<file path="src/rtl/control_barrera.sv">
// Single-lane barrier controller: arbitrates entry/exit requests, checks occupancy,
// opens the barrier until a passage or timeout, pulses the counter and waits out the closing time.
`timescale 1ns/1ps
module control_barrera #(
   parameter int CW        = 3,
   parameter int CAPACIDAD = 7,
   parameter int T_ABIERTO = 50000000,
   parameter int T_CIERRE  = 25000000
) (
   input  logic          CLK,
   input  logic          RST,
   input  logic          req_in,
   input  logic          req_out,
   input  logic          paso,
   input  logic [CW-1:0] cuenta,
   input  logic          lleno,
   output logic          barrera,
   output logic          inc,
   output logic          dec,
   output logic          rechazo,
   output logic          ocupado,
   output logic [1:0]    estado
);

   localparam int T_MAX = (T_ABIERTO > T_CIERRE) ? T_ABIERTO : T_CIERRE;
   localparam int TW    = (T_MAX > 1) ? $clog2(T_MAX) : 1;
   localparam logic [TW-1:0] AB_LAST = TW'(T_ABIERTO - 1);
   localparam logic [TW-1:0] CI_LAST = TW'(T_CIERRE - 1);
   localparam logic [CW:0]   CAP_W   = (CW+1)'(CAPACIDAD);

   typedef enum logic [1:0] {
      S_IDLE    = 2'd0,
      S_AB_IN   = 2'd1,
      S_AB_OUT  = 2'd2,
      S_CIERRE  = 2'd3
   } state_t;

   state_t        state_reg;
   logic          barrera_reg, inc_reg, dec_reg, rechazo_reg, ocupado_reg;
   logic          pend_in_reg, pend_out_reg, ult_reg;
   logic [TW-1:0] timer_reg;
   logic [TW-1:0] timer_next;

   logic [2:0] lvl;
   logic [2:0] edge_det;
   logic       edge_in, edge_out, edge_paso;
   logic       pick_in, pick_out, in_ok, out_ok;

   assign lvl = {paso, req_out, req_in};

   // Reset loads the current level so a button held through reset is not a request.
   for (genvar gi = 0; gi < 3; gi++) begin : g_edge
      logic sync_reg, prev_reg;
      always_ff @(posedge CLK) begin
         if (RST) begin
            sync_reg <= lvl[gi];
            prev_reg <= lvl[gi];
         end else begin
            sync_reg <= lvl[gi];
            prev_reg <= sync_reg;
         end
      end
      assign edge_det[gi] = sync_reg & ~prev_reg;
   end

   assign edge_in   = edge_det[0];
   assign edge_out  = edge_det[1];
   assign edge_paso = edge_det[2];

   // On a tie the side not served last wins (ult = 1 means exit was last).
   assign pick_in  = pend_in_reg & (~pend_out_reg | ult_reg);
   assign pick_out = pend_out_reg & ~pick_in;
   assign in_ok    = ({1'b0, cuenta} < CAP_W) && !lleno;
   assign out_ok   = (cuenta != '0);

   assign timer_next = (timer_reg == {TW{1'b1}}) ? timer_reg : timer_reg + 1'b1;

   always_ff @(posedge CLK) begin
      if (RST) begin
         state_reg    <= S_IDLE;
         barrera_reg  <= 1'b0;
         inc_reg      <= 1'b0;
         dec_reg      <= 1'b0;
         rechazo_reg  <= 1'b0;
         ocupado_reg  <= 1'b0;
         pend_in_reg  <= 1'b0;
         pend_out_reg <= 1'b0;
         ult_reg      <= 1'b1;
         timer_reg    <= '0;
      end else begin
         inc_reg     <= 1'b0;
         dec_reg     <= 1'b0;
         rechazo_reg <= 1'b0;
         if (edge_in)  pend_in_reg  <= 1'b1;
         if (edge_out) pend_out_reg <= 1'b1;
         case (state_reg)
            S_IDLE: begin
               if (pick_in) begin
                  pend_in_reg <= 1'b0;
                  if (in_ok) begin
                     barrera_reg <= 1'b1;
                     ocupado_reg <= 1'b1;
                     timer_reg   <= '0;
                     ult_reg     <= 1'b0;
                     state_reg   <= S_AB_IN;
                  end else begin
                     rechazo_reg <= 1'b1;
                  end
               end else if (pick_out) begin
                  pend_out_reg <= 1'b0;
                  if (out_ok) begin
                     barrera_reg <= 1'b1;
                     ocupado_reg <= 1'b1;
                     timer_reg   <= '0;
                     ult_reg     <= 1'b1;
                     state_reg   <= S_AB_OUT;
                  end else begin
                     rechazo_reg <= 1'b1;
                  end
               end
            end
            S_AB_IN, S_AB_OUT: begin
               timer_reg <= timer_next;
               // A passage coinciding with the timeout still earns its pulse.
               if (edge_paso) begin
                  inc_reg     <= (state_reg == S_AB_IN);
                  dec_reg     <= (state_reg == S_AB_OUT);
                  barrera_reg <= 1'b0;
                  timer_reg   <= '0;
                  state_reg   <= S_CIERRE;
               end else if (timer_reg == AB_LAST) begin
                  barrera_reg <= 1'b0;
                  timer_reg   <= '0;
                  state_reg   <= S_CIERRE;
               end
            end
            S_CIERRE: begin
               if (timer_reg == CI_LAST) begin
                  timer_reg   <= '0;
                  ocupado_reg <= 1'b0;
                  state_reg   <= S_IDLE;
               end else begin
                  timer_reg <= timer_next;
               end
            end
            default: state_reg <= S_IDLE;
         endcase
      end
   end

   assign barrera = barrera_reg;
   assign inc     = inc_reg;
   assign dec     = dec_reg;
   assign rechazo = rechazo_reg;
   assign ocupado = ocupado_reg;
   assign estado  = state_reg;

endmodule

</file>
<file path="config.mk">
export PLATFORM = sky130hd
export DESIGN_NAME = control_barrera
export DESIGN_NICKNAME = d
export VERILOG_FILES = /design/src/rtl/control_barrera.sv
export SDC_FILE = /design/constraint.sdc
export NUM_CORES = 1
export LEC_CHECK = 0
export ABC_AREA = 1
export CORE_MARGIN = 10
export CORE_UTILIZATION = 35
export CTS_BUF_LIST = sky130_fd_sc_hd__clkbuf_2
export DETAILED_ROUTE_END_ITERATION = 16
export GPL_ROUTABILITY_DRIVEN = 0
export PLACE_DENSITY = 0.52
export SLEW_MARGIN = 10
export SYNTH_ARGS = -nofsm -noshare
export SYNTH_HDL_FRONTEND = slang
export SYNTH_SLANG_ARGS = --single-unit
</file>
<file path="constraint.sdc">
create_clock -name CLK -period 1.9 [get_ports CLK]
set_input_delay 0.38 -clock CLK [delete_from_list [all_inputs] [get_ports CLK]]
set_output_delay 0.38 -clock CLK [all_outputs]
set_load 0.01 [all_outputs]
</file>
* Yosys cells after proc, flatten, opt, wreduce, memory -nomap -nowiden *
Cells that the tools add are included.

word-level totals
  register bits after elaboration = 42
  input bits = 9

cells by class
  $add $sub $neg = 1
  magnitude comparators = 1
  equality and inequality tests = 12
  mux-type cells = 42
  bitwise gates (word level) = 14
  reductions and logical operators = 16

operator list
  operator                                                           count
  26-bit two-way mux                                                 8
  26-bit case mux with 3 select lines                                1
  26-bit == test, second input constant                              2
  26-bit by 1-bit adder with 26-bit output, second input constant    1
  26-bit by 25-bit == test with 1-bit output, second input constant  1
  1-bit two-way mux                                                  23
  5-bit AND reduction                                                3
  2-bit two-way mux                                                  7
  3-bit != test, second input constant                               4
  1-bit NOT                                                          8
  2-bit nonzero test                                                 4
  2-bit case mux with 3 select lines                                 1
  1-bit AND                                                          5
  2-bit == test, second input constant                               2
  1-bit case mux with 2 select lines                                 2
  4-bit AND reduction                                                1
  2-bit OR reduction                                                 2
  3-bit less-than comparator, second input constant                  1
  3-bit AND reduction                                                1
  3-bit nonzero test                                                 1
  3-bit OR reduction                                                 1
  2-bit by 1-bit == test with 1-bit output, second input constant    1
  2-bit zero test                                                    1
  2-bit by 1-bit != test with 1-bit output, second input constant    1
  other kinds (4)                                                    4

* Longest topological paths before layout *
Gate-level depths: netlist of run 1.

  word-level depth = 8
  gate-level depth with buffers = 13

* Worst setup path after synthesis of run 1 *
Ideal clock, no wire load.

  path kind = register to register
  from = register state_reg[0] (netlist: estado[0])
  to = register timer_reg[11]
  data arrival time = 1.635 ns
  data required time = 1.830 ns
  path slack = 0.195 ns
  cell stages (with the launch flop) = 10
  buffers on the path = 2
  cell sequence = dfxtp_1 inv_1 ha_1 clkbuf_1 nand3_1 nand3_2 nor2_2 buf_4 nand3_1 a21oi_1

between the ends
  word-level cells in the longest chain between the ends = 3
  elaborated cells on any way between the ends = 10
  classes of those cells = 6 x eq/ne; 1 x mux; 3 x reduce/logical

ends and longest elaborated chain
  element                                                                     line  text
  from (decl)                                                                 38    state_t state_reg;
  from (signal assigned)                                                      80    state_reg <= S_IDLE;
  from (signal assigned)                                                      105   state_reg <= S_AB_IN;
  from (signal assigned)                                                      116   state_reg <= S_AB_OUT;
  2-bit by 1-bit == test with 1-bit output, or another cell as far along      96    case (state_reg)
  2-bit OR reduction or 3-bit != test (tied branches)                         --
  26-bit case mux with 3 select lines or 3-bit AND reduction (tied branches)  --
  to (signal assigned)                                                        123   timer_reg <= timer_next;
  to (signal assigned)                                                        143   timer_reg <= timer_next;
  to (decl)                                                                   41    logic [TW-1:0] timer_reg;

Several ways; a longest one is shown, not always the timed one.
A chain may end at the register's enable or synchronous reset.

* Worst setup path after layout of run 1 *
  from = register ocupado_reg (netlist: ocupado)
  to = output ocupado

RTL lines
  element                 line  text
  from (decl)             39    logic barrera_reg, inc_reg, dec_reg, rechazo_reg, ocupado_reg;
  from (signal assigned)  85    ocupado_reg <= 1'b0;
  from (signal assigned)  102   ocupado_reg <= 1'b1;
  from (signal assigned)  113   ocupado_reg <= 1'b1;
  to (decl)               21    output logic ocupado,

No word-level cell between the ends.

==> results of run 1 <==
cells by family after synthesis:
| kind of cell | share of synthesized area (%) |
|---|---|
| fa+ha+maj | 2.92 |
| buf+inv | 9.44 |
| simple gates | 44.2 |
| xor+xnor | 2.73 |
| flops | 32.7 |
| compound gates | 8.03 |
layer usage:
layer / part of all wire, % / routed length, µm
met5: 0 / 0
met4: 0.65 / 43
met3: 3.5 / 228
met2: 43 / 2820
met1: 53 / 3470
per-stage QoR:
| step | cells | hold WS (ns) | area [µm²] |
|---|---|---|---|
| after floorplan | 407 | 0.408 | 2570 |
| after global placement | 536 | 0.436 | 3000 |
| after detailed placement | 536 | 0.436 | 3000 |
| after CTS | 544 | 0.347 | 3070 |
| final | 547 | 0.382 | 3130 |
| after global routing | 547 | 0.339 | 3130 |
layout make-up:
cell class	count	area (µm²)
clock buffers	5	25.0
clock inverters	3	45.0
fillers	780	4080
inverters	54	205
multi-input cells	303	1510
flip-flops and latches	42	850
well taps	99	124
repair buffers	41	370
report_power, final:
part / internal (mW) / total [mW] / switching, mW
sequential: 0.963 / 1.01 / 0.0480
combinational: 0.532 / 1.25 / 0.716
clock: 0.221 / 0.547 / 0.327
repair_timing:
item | CTS | global route
setup buffers | 0 | 3
setup endpoints to repair | 0 | 27
resized for setup | 0 | 15
worst paths after layout:
| path | cells past startpoint | to | startpoint | slack [ns] |
|---|---|---|---|---|
| max | 1 | ocupado | ocupado$_SDFFE_PP0P_ | 0.13 |
| min | 1 | g_edge[2].sync_reg$_DFF_P_ | paso | 0.38 |
| max reg2reg | 10 | timer_reg[1]$_SDFFE_PP0P_ | timer_reg[1]$_SDFFE_PP0P_ | 0.14 |
| min reg2reg | 2 | g_edge[0].prev_reg$_DFF_P_ | g_edge[0].sync_reg$_DFF_P_ | 0.47 |
synthesized netlist by cell type, drive strengths merged:
master / count
a211oi: 1
dfxtp: 42
o21bai: 1
nand3b: 1
nand2: 121
xor2: 6
nand3: 42
ha: 6
nor3: 6
a21oi: 22
inv: 53
xnor2: 2
clkbuf: 4
buf: 4
nand4: 5
a311oi: 1
o21ai: 12
clkinv: 1
o311ai: 1
nor2: 76
cell usage in the layout, fill, tap and decap left out, types with 2 or more instances in the layout:
cell type and n:
o21ai_0 9, clkdlybuf4s50_1 15, dfxtp_2 7, clkbuf_2 5, inv_1 48, o21ai_1 2, a21oi_1 22, nor2_2 3
dfxtp_1 35, buf_12 2, xnor2_1 2, nand4_1 5, nand3_1 39, clkinvlp_4 2, nand2_4 2, inv_2 4
nor2_1 69, nand3_2 2, xor2_1 6, nand2_2 9, nor3_1 4, ha_1 5, nor2_4 3, nand2_1 109
buf_4 24
==> metrics.md, run 1 <==
| Metric | Value |
|---|---|
| Top cells by area, synth | dfxtp_1 (33%), nand2_1 (16%), nor2_1 (10%) |
| Number of synthesized register bits | 42 |
| Peak supply drop | 0.000426 V |
| GR Util met3 | 1.89% |
| Global-route wire length before repair | 11400 µm |
| Longest Clk Path Bufs | 2 |
| Worst slew margin | 78.8% |
| Arr. time, crit path | 1.39 ns |
| Die area | 0.0112 mm² |
| Worst setup EP type | output port |
| Die Height | 106 µm |
| Synthesized Nets | 422 |
| Max-Cap Viols | 0 |
| Vias per cell | 4.56 |
| Layout cells sized above 1 | 16.1% |
| Final Core Density | 43.4% |
| Worst path slowest cell | clkdlybuf4s50_1 |
| Cells after Synth | 407 |
| Starting DRT DRC Count | 93 |
| CTS tree | yes |
| H-tree depth reported by CTS | 2 |
| Setup Viol. Count Final | 0 |
| Class of the most critical setup path | flop to output port |
| Skew final | 0.0274 ns |
| Setup WS post-layout | 0.132 ns |
| Synth unique cells | 33 |
| Vias in the first global route | 2289 |
| Initial DRT Pass Iterations | 4 |
| GRT Total Usage | 12.1% |
| CP Launch Type | flop |
| Final Max Tran Viols | 0 |
| Skew-Pair Late Insertion Delay | 0.42 ns |
| Seq/Total Area, Yosys | 32.7% |
| RSZ-0062 raised after global routing | no |
| Clock root buffer | clkbuf_2 |
| Clock slew at the register clock pins of the worst setup and hold paths | 0.26 ns |
| Power per cell area | 896 mW/mm² |
| Fmax | 0.565 GHz |
| Post-DP HPWL | 5100 µm |
| IO Count | 16 |
| Ys Warns | 0 |
| FP Rows | 31 |
| Via total after detailed routing | 2492 |
| Num CTS Buffers | 5 |
| Sink Count | 42 |
| Diode count | 0 |
| Slew @ Worst Pin | 0.318 ns |
| Final net count | 462 |
| Die Wd | 106 µm |
| Crit path max fanout | 3 |
| Worst Hold Class | input port to flop |
| Met1 usage | 17.2% |
| Cell family with most CP delay | buffers and inverters |
| Share of the synthesized area in the top cell type | 32.7% |
| Post-place setup slack | -0.0836 ns |
| Avg WL per Cell | 12.0 µm |
| M2 GR Usage | 18.1% |
| Buffers on Ports | 15 |
| Final hold vios | 0 |
| DRC errors left | 0 |
| Area Growth Syn to Fin | 21.8% |
| Buffers & Inverters on Critical Path | 1 |
| Core area | 0.00721 mm² |
| Largest stage delay, worst path | 0.55 ns |
| Cell Area, Synth | 0.00257 mm² |
| Max reg flops | 26 |
| Grt total ovfl | 0 |
| WL final | 6570 µm |
| Avg Inst Size Synth | 6.31 µm² |
| Initial Util | 35.6% |
| Initial antenna violation count | 0 |
| DRT antenna net count | 0 |
| Pwr Total | 2.81 mW |
| Final TNS setup | 0 ns |
| Top Usage Layer GRT | met2 |
| Area leader, netlist | dfxtp_1 |
| Largest net degree at the start of global routing | 19 |
| Status | finished, final reports clean |
| Final min period | 1.77 ns |
| # hold bufs at CTS | 0 |
| Critical Path RT | 1.52 ns |
| CP Cell Sequence | clkdlybuf4s50_1 |
| Fin crit share | 93.1% |
| Leak | 1.32 nW |
Power figures use the tool's default switching activity.
==> run 2, diff against run 1 <==
- DONT_BUFFER_PORTS: not set -> 1
- PLACE_DENSITY: 0.52 -> 0.49
==> run 2 against run 1 <==
Critical path depth up 10. Clock skew up 0.0014 ns. Largest power group unchanged. Utilization down 2.5 points.
==> metrics.md, run 2 (synthesis gave the netlist of run 1 again) <==
| Metric | Value |
|---|---|
| Final min period | 1.76 ns (-0.0109 ns) |
| Longest Clk Path Bufs | 2 (unchanged) |
| Worst Hold Depth | 2 (+1) |
| HP Start | RST |
| Crit path max fanout | 10 (+7) |
| CTS tree | yes |
| Placed Cells | 511 (-4.7%) |
| Max reg flops | 26 (unchanged) |
| Class of the most critical setup path | flop to flop |
| Num CTS Buffers | 5 (unchanged) |
| Pwr Total | 2.66 mW (-5.4%) |
| Via total after detailed routing | 2530 (+1.5%) |
| Initial Util | 35.6% (unchanged) |
| IO Count | 16 (unchanged) |
| Non-filler cells, final | 527 (-3.7%) |
| Leak | 1.24 nW (-6.4%) |
| Fin area | 0.00295 mm² (-5.7%) |
| Vias per cell | 4.80 (+5.4%) |
| Worst path slowest cell | dfxtp_1 |
| Fin crit share | 92.5% (-0.57 points) |
| Status | finished, final reports clean |
| DRC errors left | 0 (unchanged) |
| Layout cells sized above 1 | 14.7% (-1.4 points) |
| Placed Area | 0.00275 mm² (-8.3%) |
| Skew-Pair Late Insertion Delay | 0.44 ns (+0.02 ns) |
| Vias in the first global route | 2210 (-3.5%) |
| Diode count | 0 (unchanged) |
| Worst slew margin | 58.5% (-20 points) |
| Setup Viol. Count Final | 0 (unchanged) |
| Initial antenna violation count | 0 (unchanged) |
| Largest net degree at the start of global routing | 16 (-3) |
| Final hold vios | 0 (unchanged) |
| Final Core Density | 40.9% (-2.5 points) |
| Starting DRT DRC Count | 150 (+61%) |
| Worst Hold Path EP | g_edge[1].prev_reg$_DFF_P_ |
| Crit-path most repeated cell | nand2_1 |
| Die area | 0.0112 mm² (unchanged) |
| Arr. time, crit path | 2.11 ns (+0.72 ns) |
| Cells on worst reg2reg path | 11 (+1) |
| Slew @ Worst Pin | 0.620 ns (+0.302 ns) |
| # fillers | 786 (+0.77%) |
| Skew final | 0.0288 ns (+0.00141 ns) |
| WL final | 6810 µm (+3.7%) |
| Worst setup EP type | flop |
| Power per cell area | 899 mW/mm² (+0.34%) |
| Largest stage delay, worst path | 0.44 ns (-0.11 ns) |
| Most frequent cells in the layout | nand2_1 (109), nor2_1 (68), inv_1 (49) |
| Final net count | 442 (-4.3%) |
| Max-Cap Viols | 0 (unchanged) |
| R2R Path Start | pend_out_reg$_SDFF_PP0_ |
| Core area | 0.00721 mm² (unchanged) |
| Initial DRT Pass Iterations | 6 (+2) |
| Buffers on Ports | 0 (-15) |
| CP Launch Type | flop |
| Die Wd | 106 µm (unchanged) |
| Post-DP HPWL | 5020 µm (-1.6%) |
| H-tree depth reported by CTS | 2 (unchanged) |
| Final Max Tran Viols | 0 (unchanged) |
| Fmax | 0.569 GHz (+0.62%) |
| Clock root buffer | clkbuf_2 |
| DRT antenna net count | 0 (unchanged) |
| R2R Path End | timer_reg[22]$_SDFFE_PP0P_ |
| Global-route wire length before repair | 11300 µm (-1.3%) |
| Most common cell after layout, fill and taps aside | nand2_1 |
| Die Height | 106 µm (unchanged) |
| Clock slew at the register clock pins of the worst setup and hold paths | 0.25 ns (about the same) |
| Avg WL per Cell | 12.9 µm (+7.7%) |
| GRT Total Usage | 12.2% (+0.15 points) |
| Worst Hold Class | input port to flop |
| FP Rows | 31 (unchanged) |
| Peak supply drop | 0.000358 V (-16%) |
| R2R Setup Slk | 0.14 ns (about the same) |
| Area Growth Syn to Fin | 14.9% |
| Grt total ovfl | 0 (unchanged) |
| CP Cell Sequence | nand2_1, nand2_2, inv_2, nand2_1, nand3_1, nand2_4, nand2_8, nor2_1, nand3_1, nand2_1, nor2_1 |
| Final TNS setup | 0 ns (unchanged) |
| Sink Count | 42 (unchanged) |
| Critical Path RT | 2.25 ns (+0.73 ns) |
==> run 2: worst max-delay path, delay by kind of cell, from the launching register on <==
family / cells / cell delay [ns]
buffers and inverters: 1 / 0.05
DFF: 1 / 0.44
and+or+nand+nor: 10 / 1.18
==> run 2: report_power, final <==
group | internal, mW | switching (mW)
combinational | 0.368 | 0.717
sequential | 0.960 | 0.0494
clock | 0.220 | 0.342
total | 1.55 | 1.11
==> run 2: cell type report <==
cell class	instances	area, µm²	share of cell area, %
flip-flops and latches	42	847	28.7
clock buffers	5	25.0	0.847
inverters	54	205	6.95
multi-input cells	304	1550	52.4
clock inverters	3	45.0	1.53
well taps	99	124	4.19
repair buffers	20	160	5.42
==> run 2: per-stage QoR <==
step           hold slack (ns)  setup slack (ns)
4_1_cts               0.000978            0.0726
2_1_floorplan            0.408             0.195
5_1_grt                 0.0146          -0.00650
3_3_place_gp             0.408             0.140
3_5_place_dp             0.408             0.106
6_report                0.0251             0.142
==> run 2: worst max-delay path by stage <==
stage | startpoint | endpoint | cells after the start
finish | pend_out_reg$_SDFF_PP0_ | timer_reg[22]$_SDFFE_PP0P_ | 11
CTS | timer_reg[0]$_SDFFE_PP0P_ | timer_reg[23]$_SDFFE_PP0P_ | 12
global route | timer_reg[0]$_SDFFE_PP0P_ | timer_reg[25]$_SDFFE_PP0P_ | 11
floorplan | estado[0]$_SDFFE_PP0P_ | timer_reg[11]$_SDFFE_PP0P_ | 9
global placement | timer_reg[0]$_SDFFE_PP0P_ | timer_reg[19]$_SDFFE_PP0P_ | 10
detailed placement | timer_reg[0]$_SDFFE_PP0P_ | timer_reg[23]$_SDFFE_PP0P_ | 12
==> run 2: layer usage <==
layer | up-vias | track usage [%] | wire length (µm)
met3 | 10 | 2.50 | 387
met1 | 1132 | 17.6 | 3530
met2 | 66 | 17.8 | 2800
met5 | - | 0 | 0
met4 | 0 | 3.48 | 93
li1 | 1322 | - | -
==> run 2: timing repair <==
action,4_1_cts,5_1_grt
resized for setup,0,17
buffers inserted,0,3
endpoints found under the setup margin,0,25
hold buffers,4,0
hold endpoints to repair,18,0
==> run 3, diff against run 2 <==
- ABC_CLOCK_PERIOD_IN_PS: not set -> 1900
==> results of run 3 <==
Same layout as run 2: the final DEF is identical, and so are final timing and power.
